## src/rtl/fifo_entrada_pkg.sv

```systemverilog
// Shared project defines for the input FIFOs and the arbiters that read them:
// default geometry and where the destination field sits inside a word.
package fifo_entrada_pkg;

    localparam int DEFAULT_DATA_WIDTH = 8;
    localparam int DEFAULT_ADDR_WIDTH = 3;
    localparam int DEST_WIDTH         = 2;

    // Destination lives in the top DEST_WIDTH bits of every word.
    function automatic int dest_lsb(input int data_width);
        return data_width - DEST_WIDTH;
    endfunction

endpackage

```

## src/rtl/memoria_fifo.sv

```systemverilog
// Storage array for fifo_entrada: synchronous write, registered read at a given address.
module memoria_fifo #(
    parameter int DATA_WIDTH = 8,
    parameter int ADDR_WIDTH = 3
) (
    input  logic                  clk,
    input  logic                  reset_L,
    input  logic                  wr_en,
    input  logic [ADDR_WIDTH-1:0] wr_addr,
    input  logic [DATA_WIDTH-1:0] wr_data,
    input  logic                  rd_en,
    input  logic [ADDR_WIDTH-1:0] rd_addr,
    output logic [DATA_WIDTH-1:0] rd_data
);

    logic [DATA_WIDTH-1:0] mem [2**ADDR_WIDTH];

    always_ff @(posedge clk) begin
        if (wr_en) begin
            mem[wr_addr] <= wr_data;
        end
    end

    // Read register holds its word until the next read; a same-address write
    // on the same edge returns the old word, which the full push+pop case needs.
    always_ff @(posedge clk or negedge reset_L) begin
        if (!reset_L) begin
            rd_data <= '0;
        end else if (rd_en) begin
            rd_data <= mem[rd_addr];
        end
    end

endmodule

```

## src/rtl/fifo_entrada.sv

```systemverilog
// Input FIFO in front of the arbiters: pointers, occupancy count, threshold
// flags and a sticky overflow/underflow error around a memoria_fifo array.
module fifo_entrada
    import fifo_entrada_pkg::*;
#(
    parameter int DATA_WIDTH = DEFAULT_DATA_WIDTH,
    parameter int ADDR_WIDTH = DEFAULT_ADDR_WIDTH
) (
    input  logic                  clk,
    input  logic                  reset_L,
    input  logic                  push,
    input  logic [DATA_WIDTH-1:0] data_in,
    input  logic                  pop,
    input  logic [ADDR_WIDTH:0]   umbral_af,
    input  logic [ADDR_WIDTH:0]   umbral_ae,
    output logic [DATA_WIDTH-1:0] data_out,
    output logic                  valid_out,
    output logic [1:0]            dest,
    output logic                  empty,
    output logic                  full,
    output logic                  almost_empty,
    output logic                  almost_full,
    output logic [ADDR_WIDTH:0]   count,
    output logic                  error
);

    localparam logic [ADDR_WIDTH:0] DEPTH = (ADDR_WIDTH + 1)'(2**ADDR_WIDTH);
    localparam int                  DLSB  = dest_lsb(DATA_WIDTH);

    logic [ADDR_WIDTH-1:0] wr_ptr;
    logic [ADDR_WIDTH-1:0] rd_ptr;
    logic                  push_ok;
    logic                  pop_ok;

    // A pop on an empty FIFO is never accepted, so push+pop while empty is push-only.
    assign pop_ok  = pop && !empty;
    assign push_ok = push && (!full || pop_ok);

    assign empty        = (count == '0);
    assign full         = (count == DEPTH);
    assign almost_full  = (count >= umbral_af);
    assign almost_empty = (count <= umbral_ae);
    assign dest         = data_out[DLSB +: DEST_WIDTH];

    always_ff @(posedge clk or negedge reset_L) begin
        if (!reset_L) begin
            wr_ptr    <= '0;
            rd_ptr    <= '0;
            count     <= '0;
            valid_out <= 1'b0;
            error     <= 1'b0;
        end else begin
            valid_out <= pop_ok;
            if (push_ok) begin
                wr_ptr <= wr_ptr + 1'b1;
            end
            if (pop_ok) begin
                rd_ptr <= rd_ptr + 1'b1;
            end
            if (push_ok && !pop_ok) begin
                count <= count + 1'b1;
            end else if (pop_ok && !push_ok) begin
                count <= count - 1'b1;
            end
            if ((push && !push_ok) || (pop && empty)) begin
                error <= 1'b1;
            end
        end
    end

    memoria_fifo #(
        .DATA_WIDTH(DATA_WIDTH),
        .ADDR_WIDTH(ADDR_WIDTH)
    ) u_memoria (
        .clk     (clk),
        .reset_L (reset_L),
        .wr_en   (push_ok),
        .wr_addr (wr_ptr),
        .wr_data (data_in),
        .rd_en   (pop_ok),
        .rd_addr (rd_ptr),
        .rd_data (data_out)
    );

endmodule

```

## config.mk

```make
export PLATFORM = sky130hd
export DESIGN_NAME = fifo_entrada
export DESIGN_NICKNAME = d
export VERILOG_FILES = /design/src/rtl/fifo_entrada_pkg.sv /design/src/rtl/memoria_fifo.sv /design/src/rtl/fifo_entrada.sv
export SDC_FILE = /design/constraint.sdc
export NUM_CORES = 1
export LEC_CHECK = 0
export ABC_AREA = 1
export CAP_MARGIN = 20
export CORE_MARGIN = 1.5
export CORE_UTILIZATION = 35
export DETAILED_ROUTE_END_ITERATION = 16
export PLACE_DENSITY = 0.58
export SLEW_MARGIN = 20
export SYNTH_ARGS = -nofsm -noshare
export SYNTH_HDL_FRONTEND = slang
export SYNTH_SLANG_ARGS = --single-unit
```

## constraint.sdc

```tcl
create_clock -name clk -period 4.4 [get_ports clk]
set_clock_uncertainty 0.05 [all_clocks]
set_input_delay 0.88 -clock clk [delete_from_list [all_inputs] [get_ports clk]]
set_output_delay 0.88 -clock clk [all_outputs]
set_load 0.005 [all_outputs]
```

==> Word-level counts from Yosys, hierarchy flattened <==
Memory sizes are Yosys's and may differ from the RTL's. A register that Yosys moved wholly into a read port is not among the register bits.
Cells that the tools add are included.
{ "word_totals": {"output_inout_bits": 20, "memories": 1, "ram_bits": 64, "ff_bits": 12} }
{ "memory_table": {"columns": ["memory", "words", "word_bits", "rd", "rd_ports_with_merged_regs", "wr", "line", "rtl"], "rows": [
  ["u_memoria.mem", 8, 8, 1, 1, 1, "memoria_fifo.sv:16", "logic [DATA_WIDTH-1:0] mem [2**ADDR_WIDTH];"]
]} }
{ "classes": {"add_sub_neg": 4, "magnitude_cmp": 2, "muxes": 4, "n_eq_ne": 1, "n_reduce_logical": 15} }
{ "ops": {"columns": ["cell", "n"], "rows": [
  ["4-bit two-way mux", 2],
  ["3-bit by 1-bit adder with 3-bit output (second input constant)", 2],
  ["1-bit logical AND", 6],
  ["1-bit zero test", 5],
  ["4-bit by 1-bit adder with 4-bit output (second input constant)", 1],
  ["4-bit == test (second input constant)", 1],
  ["4-bit >= comparator", 1],
  ["4-bit less-or-equal comparator", 1],
  ["4-bit zero test", 1],
  ["4-bit by 1-bit subtractor with 4-bit output (second input constant)", 1],
  ["1-bit logical OR", 2],
  ["1-bit two-way mux", 2],
  ["2-bit nonzero test", 1]
]} }

==> Depth between registers and ports, before layout <==
Gate-level depths: netlist of run 1.
{ "logic_depth": {"depth_word": 9, "ltp_mapped": 15} }

==> Modules after synthesis <==
From an unflattened synthesis of run 1, not the netlist that was laid out.
{ "hier_totals": {"cells_unflattened": 405, "hier_area_um2": 3966.3} }
{ "modules_own_cells": {"columns": ["module", "cells_per_inst", "n_inst", "area_each_um2"], "rows": [
  ["memoria_fifo", 297, 1, 3089.2],
  ["fifo_entrada", 108, 1, 877.1]
]} }

==> Least setup slack after synthesis of run 1 <==
OpenSTA, ideal clock, no wires.
{ "synth_path": {"path_type": "input to output", "from": "input port umbral_af[1]", "to": "output port almost_full", "path_slack_ps": 1963, "required_time_ps": 3470, "arrival_time_ps": 1507, "cell_stages": 6, "path_cell_list": "inv_1 > ha_1 > inv_1 > nor2_1 > o211ai_1 > nand3_1"} }
{ "synth_via": {"elab_chain_cells": 1} }
{ "synth_rtl": {"columns": ["element", "line", "rtl"], "rows": [
  ["start: declaration", "fifo_entrada.sv:14", "input logic [ADDR_WIDTH:0] umbral_af,"],
  ["4-bit >= comparator", "fifo_entrada.sv:41", "assign almost_full = (count >= umbral_af);"],
  ["end: declaration", "fifo_entrada.sv:22", "output logic almost_full,"]
]} }
Every way passes these cells.

==> Worst setup path after layout of run 1 <==
{ "layout_path": {"from": "input port umbral_ae[1]", "to": "output port almost_empty"} }
{ "layout_via": {"elab_chain_cells": 1} }
{ "layout_rtl": {"columns": ["element", "line", "rtl"], "rows": [
  ["start: declaration", "fifo_entrada.sv:15", "input logic [ADDR_WIDTH:0] umbral_ae,"],
  ["4-bit less-or-equal comparator", "fifo_entrada.sv:42", "assign almost_empty = (count <= umbral_ae);"],
  ["end: declaration", "fifo_entrada.sv:21", "output logic almost_empty,"]
]} }
Every way passes these cells.

==> reports/qor.csv, run 1 <==
metric,value,unit
fin cells,582,
max layer used,met4,
Port Buffer Count,39,
# setup viols final,0,
largest net degree at the start of global routing,35,
cell internal pwr,1.98,mW
"flops & latches, synth",84,
clk buf depth,2,
drt total wl,8090,um
dpl ws,1000,ps
I/O pin total,40,
Final period util,0.776,
Final HPWL DP,5020,um
crit path DAT,2480,ps
vias,2638,
Flop pwr share,0.384,
Met2 Wirelength,3880,um
worst setup path endpoint,almost_empty,
clock sinks,84,
"Seq/Total Area, Yosys",0.612,
logic gate share of total power,0.344,
Hold Buf Count CTS,0,
die outline height,109,um
nets,471,
Slew HR,0.377,
Post-Syn Nets,430,
M1 WL,3620,um
Routed Antenna Nets,0,
Post-CTS Resized,0,
drt pass-1 iters,4,
Cell variety after synth,28,
cell taking the most area after synthesis,edfxtp_1,
Switching Fraction,0.349,
R2R cell count,15,
Critical-path top delay cell,clkdlybuf4s50_1,
CP max FO,2,
most frequent cells in the layout,"118 x nand2_1, 67 x inv_1, 64 x edfxtp_1, 56 x nand3_1, 38 x clkdlybuf4s50_1",
VDD IR max,0.230,mV
GP Congestion,0.778,
run status,completed,
Placed Cells,566,
kind of critical path,in2out,
Worst setup SP type,primary input,
slew of the pin with the lowest slew margin,932,ps
syn_area_per_cell,9.99,sq um
Yosys Warn Count,0,
first-pass GRT wire length,13300,um
layout cells sized above 1,0.0792,
Max-Cap Viols,0,
Fillers,1030,
fmax,0.293,GHz
DIE AREA,11900,sq um
routed len/inst,13.9,um
row count,38,
crit path launch,umbral_ae[1],
Critical Path RT,3470,ps
"critical path, cell by cell",clkdlybuf4s50_1 > inv_1 > ha_1 > a21oi_1 > o21ai_0 > o21ai_0 > clkdlybuf4s50_1,
Initial DRC Count,136,
worst r2r dst,count[3],
RSZ-0062 raised after global routing,no,
clk_lat worst skew,340,ps
Antenna Cells,0,
DR vias/cell,4.53,
mapped cell area,3960,sq um
Switch Pwr,1.06,mW
post-CTS setup buffer count,0,
"most common cell after layout, fill and taps aside",nand2_1,
CORE AREA,10900,sq um
CP Capture Type,output port,
Root Buffer,clkbuf_16,
remaining global-route overflow,0,
Yosys top cell area share,0.486,
met3 wire length,416,um
Total GRT Usage,0.151,
worst reg-to-reg setup slack,2010,ps
CTS tree,done,
setup TNS,0,ps
Lkg Pwr,2.11,nW
vias in the first global route,2516,
max incr delay on CP,520,ps
Initial Utilization,0.362,
Power Density,639,nW/um^2
worst hold-check path type,reg2reg,
clock transition at the registers of the reported paths,60,ps
synth top area cells,"edfxtp_1 49%, dfrtp_1 13%, nand2_1 11%",
die width,109,um
final worst path period need,3410,ps
synth-to-layout area growth,20.3,%
Remaining DRCs,0,
"Slew Viols, Final",0,
post-synthesis cell count,396,
reg2reg start,count[1],
initial antenna violation count,0,
Fin. Hold Viols,0,
share of total power in the clock network,0.272,
CTS H-tree lvls,3,
Num CTS Buffers,9,
final worst slack,986,ps
==> cells by family (layout without fill, tap and decap cells) <==
| logic type | Yosys count | after routing | share of synthesized area |
|---|---|---|---|
| and+or+nand+nor | 197 | 197 | 0.215 |
| AOI/OAI and AO/OA | 11 | 11 | 0.0155 |
| DFF | 84 | 84 | 0.612 |
| adders and majority gates | 14 | 14 | 0.0462 |
| buffers and inverters | 86 | 132 | 0.102 |
| xor gates and xnor gates | 4 | 4 | 0.00886 |
==> synthesized netlist by cell type (all sizes together) <==
cell	instances
xor2	1
dfrtp	20
edfxtp	64
o211ai	1
clkinv	1
nor2	11
o21ai	6
xnor2	3
nand4	1
nand3b	1
or2	1
a21oi	4
inv	70
ha	13
nand2	123
nor3	4
nand3	56
fa	1
buf	15
==> cell type report <==
cell class / instances / area [sq um] / area share
sequential: 84 / 2420 / 0.509
multi-input combinational: 226 / 1130 / 0.238
timing repair buffer: 45 / 430 / 0.0905
inverter: 71 / 269 / 0.0565
clock buffer: 9 / 225 / 0.0473
tap: 140 / 175 / 0.0368
clock inverter: 7 / 105 / 0.0221
==> worst min path at each step <==
| stage | start | endpoint | slack (ps) | depth (start not counted) |
|---|---|---|---|---|
| 6_report | error | error | 420 | 1 |
| 5_1_grt | error | error | 430 | 1 |
| 4_1_cts | error | error | 430 | 1 |
| 3_5_place_dp | error | error | 410 | 1 |
| 3_3_place_gp | error | error | 410 | 1 |
| 2_1_floorplan | error | error | 410 | 1 |
==> worst max-delay path: cells and delay by family <==
kind | cells | cell delay (ps)
buf+inv | 3 | 1010
compound gates | 3 | 300
fa+ha+maj | 1 | 290
==> power groups by stage <==
stage               logic, mW  registers [mW]  clock network (mW)
floorplan               0.774            1.12                   0
global placement         1.04            1.18                   0
detailed placement       1.06            1.18                   0
CTS                      1.06            1.17               0.839
global route             1.21            1.19               0.876
finish                   1.05            1.17               0.827
==> through the flow <==
step / power [mW] / area [sq um] / hold slack, ps / utilization
after floorplan: 1.90 / 3960 / 413 / -
after global placement: 2.22 / 4430 / 406 / 0.405
after detailed placement: 2.24 / 4430 / 410 / 0.405
after CTS: 3.07 / 4760 / 428 / 0.435
after global routing: 3.28 / 4760 / 434 / 0.435
final: 3.04 / 4760 / 421 / 0.435
==> flip-flops by register name (all words and copies together), names as in the netlist <==
| signal | count |
|---|---|
| error | 1 |
| u_memoria.mem | 64 |
| wr_ptr | 3 |
| u_memoria.rd_data | 8 |
| rd_ptr | 3 |
| count | 4 |
| valid_out | 1 |
==> routing by layer <==
| metal | GRT usage | vias up |
|---|---|---|
| met2 | 0.255 | 68 |
| li1 | - | 1348 |
| met4 | 0.0631 | 0 |
| met1 | 0.183 | 1205 |
| met3 | 0.0391 | 17 |
| met5 | 0 | - |
Power figures use the tool's default switching activity.
==> run 2: changes to the inputs <==
==> constraint.sdc (replaced) <==
create_clock -name clk -period 3.6 [get_ports clk]
set_clock_uncertainty 0.05 [all_clocks]
set_input_delay 0.72 -clock clk [delete_from_list [all_inputs] [get_ports clk]]
set_output_delay 0.72 -clock clk [all_outputs]
set_load 0.005 [all_outputs]
==> reports/qor.csv, run 2 (same netlist as run 1, synthesis figures left out) <==
metric,value,unit
Largest regs,"u_memoria.mem: 64 flops, u_memoria.rd_data: 8 flops, count: 4 flops",
post-CTS setup buffer count,0,
Final period util,0.865,
vias,2690,
Num CTS Buffers,9,
CP max FO,2,
Root Buffer,clkbuf_16,
slew of the pin with the lowest slew margin,739,ps
GP Congestion,0.783,
RSZ-0062 raised after global routing,no,
# setup viols final,0,
largest register by flop count,u_memoria.mem,
Initial Utilization,0.362,
Lkg Pwr,2.12,nW
clock transition at the registers of the reported paths,60,ps
Hold Buf Count CTS,0,
Critical Path RT,2830,ps
Remaining DRCs,0,
worst hold-check path type,in2async,
Final Instance Area,4750,sq um
Total GRT Usage,0.152,
Max-Cap Viols,0,
fin cells,585,
DIE AREA,11900,sq um
crit path DAT,2340,ps
drt pass-1 iters,4,
Slew HR,0.508,
Port Buffer Count,39,
final worst path period need,3110,ps
routed len/inst,13.9,um
Worst setup SP type,primary input,
largest net degree at the start of global routing,35,
Power Density,765,nW/um^2
max FFs per register,64,
GRT Max-Usage Layer,met2,
Routed Antenna Nets,0,
die outline height,109,um
CTS tree,done,
first-pass GRT wire length,13200,um
clk buf depth,2,
setup TNS,0,ps
final total power,3.63,mW
drt total wl,8150,um
nets,474,
CORE AREA,10900,sq um
vias in the first global route,2529,
"most common cell after layout, fill and taps aside",nand2_1,
most frequent cells in the layout,"118 x nand2_1, 67 x inv_1, 64 x edfxtp_1, 56 x nand3_1, 38 x clkdlybuf4s50_1",
Antenna Cells,0,
CP Capture Type,output port,
Placed Instance Area,4450,sq um
fmax,0.321,GHz
synth-to-layout area growth,20.1,%
GR Util met1,0.186,
Fin. Hold Viols,0,
CTS H-tree lvls,3,
Final HPWL DP,5130,um
remaining global-route overflow,0,
run status,completed,
VDD IR max,0.337,mV
Placed Cells,569,
"Slew Viols, Final",0,
I/O pin total,40,
clk_lat worst skew,340,ps
GR Util met2,0.258,
kind of critical path,in2out,
Initial DRC Count,145,
row count,38,
die width,109,um
M3 GR Usage,0.0373,
Post-CTS Resized,0,
DR vias/cell,4.60,
initial antenna violation count,0,
clock sinks,84,
layout cells sized above 1,0.0854,
==> run 2: cell types whose count changed in the layout (fill, tap and decap cells not counted), sizes merged <==
cell	before	now
buf	7	10
clkinv	2	4
inv	73	72
bufinv	2	1
==> run 2: cell type report <==
| cell class | instances | area [sq um] |
|---|---|---|
| clock buffer | 9 | 225 |
| tap | 140 | 175 |
| sequential | 84 | 2420 |
| multi-input combinational | 226 | 1130 |
| clock inverter | 7 | 73.8 |
| inverter | 71 | 269 |
| fill | 1046 | 6190 |
| timing repair buffer | 48 | 453 |
==> run 2: through the flow <==
stage | utilization | hold WS (ps) | setup slack (ps)
5_1_grt | 0.434 | 326 | 384
4_1_cts | 0.435 | 434 | 515
3_5_place_dp | 0.407 | 417 | 523
3_3_place_gp | 0.407 | 405 | 522
2_1_floorplan | - | 374 | 1430
6_report | 0.434 | 294 | 487
==> run 2: metal layers <==
layer,wire [um],vias up
met3,382,14
met4,155,0
met1,3610,1252
met2,4010,68
li1,-,1356
met5,0,-
==> run 2: path summary, 6_finish.rpt <==
check / start / to / slack (ps) / depth (start not counted)
min: reset_L / error / 290 / 1
min reg2reg: u_memoria.rd_data[1] / u_memoria.rd_data[1] / 430 / 2
max: umbral_ae[1] / almost_empty / 490 / 7
max in group asynchronous: reset_L / wr_ptr[0] / 2860 / 1
min in group clk: u_memoria.rd_data[1] / u_memoria.rd_data[1] / 430 / 2
max reg2reg: count[1] / count[3] / 1220 / 15
==> run 2: where the power goes <==
| group | switching (mW) | internal [mW] | total [mW] |
|---|---|---|---|
| clock | 0.377 | 0.540 | 0.917 |
| combinational | 0.731 | 0.560 | 1.29 |
| sequential | 0.179 | 1.24 | 1.42 |
==> run 2: critical path: stages <==
cell and delay (ps):
clkdlybuf4s50_1 450, inv_1 40, ha_1 290, a21oi_1 150, o21ai_0 80, o21ai_0 80, clkdlybuf4s50_1 520
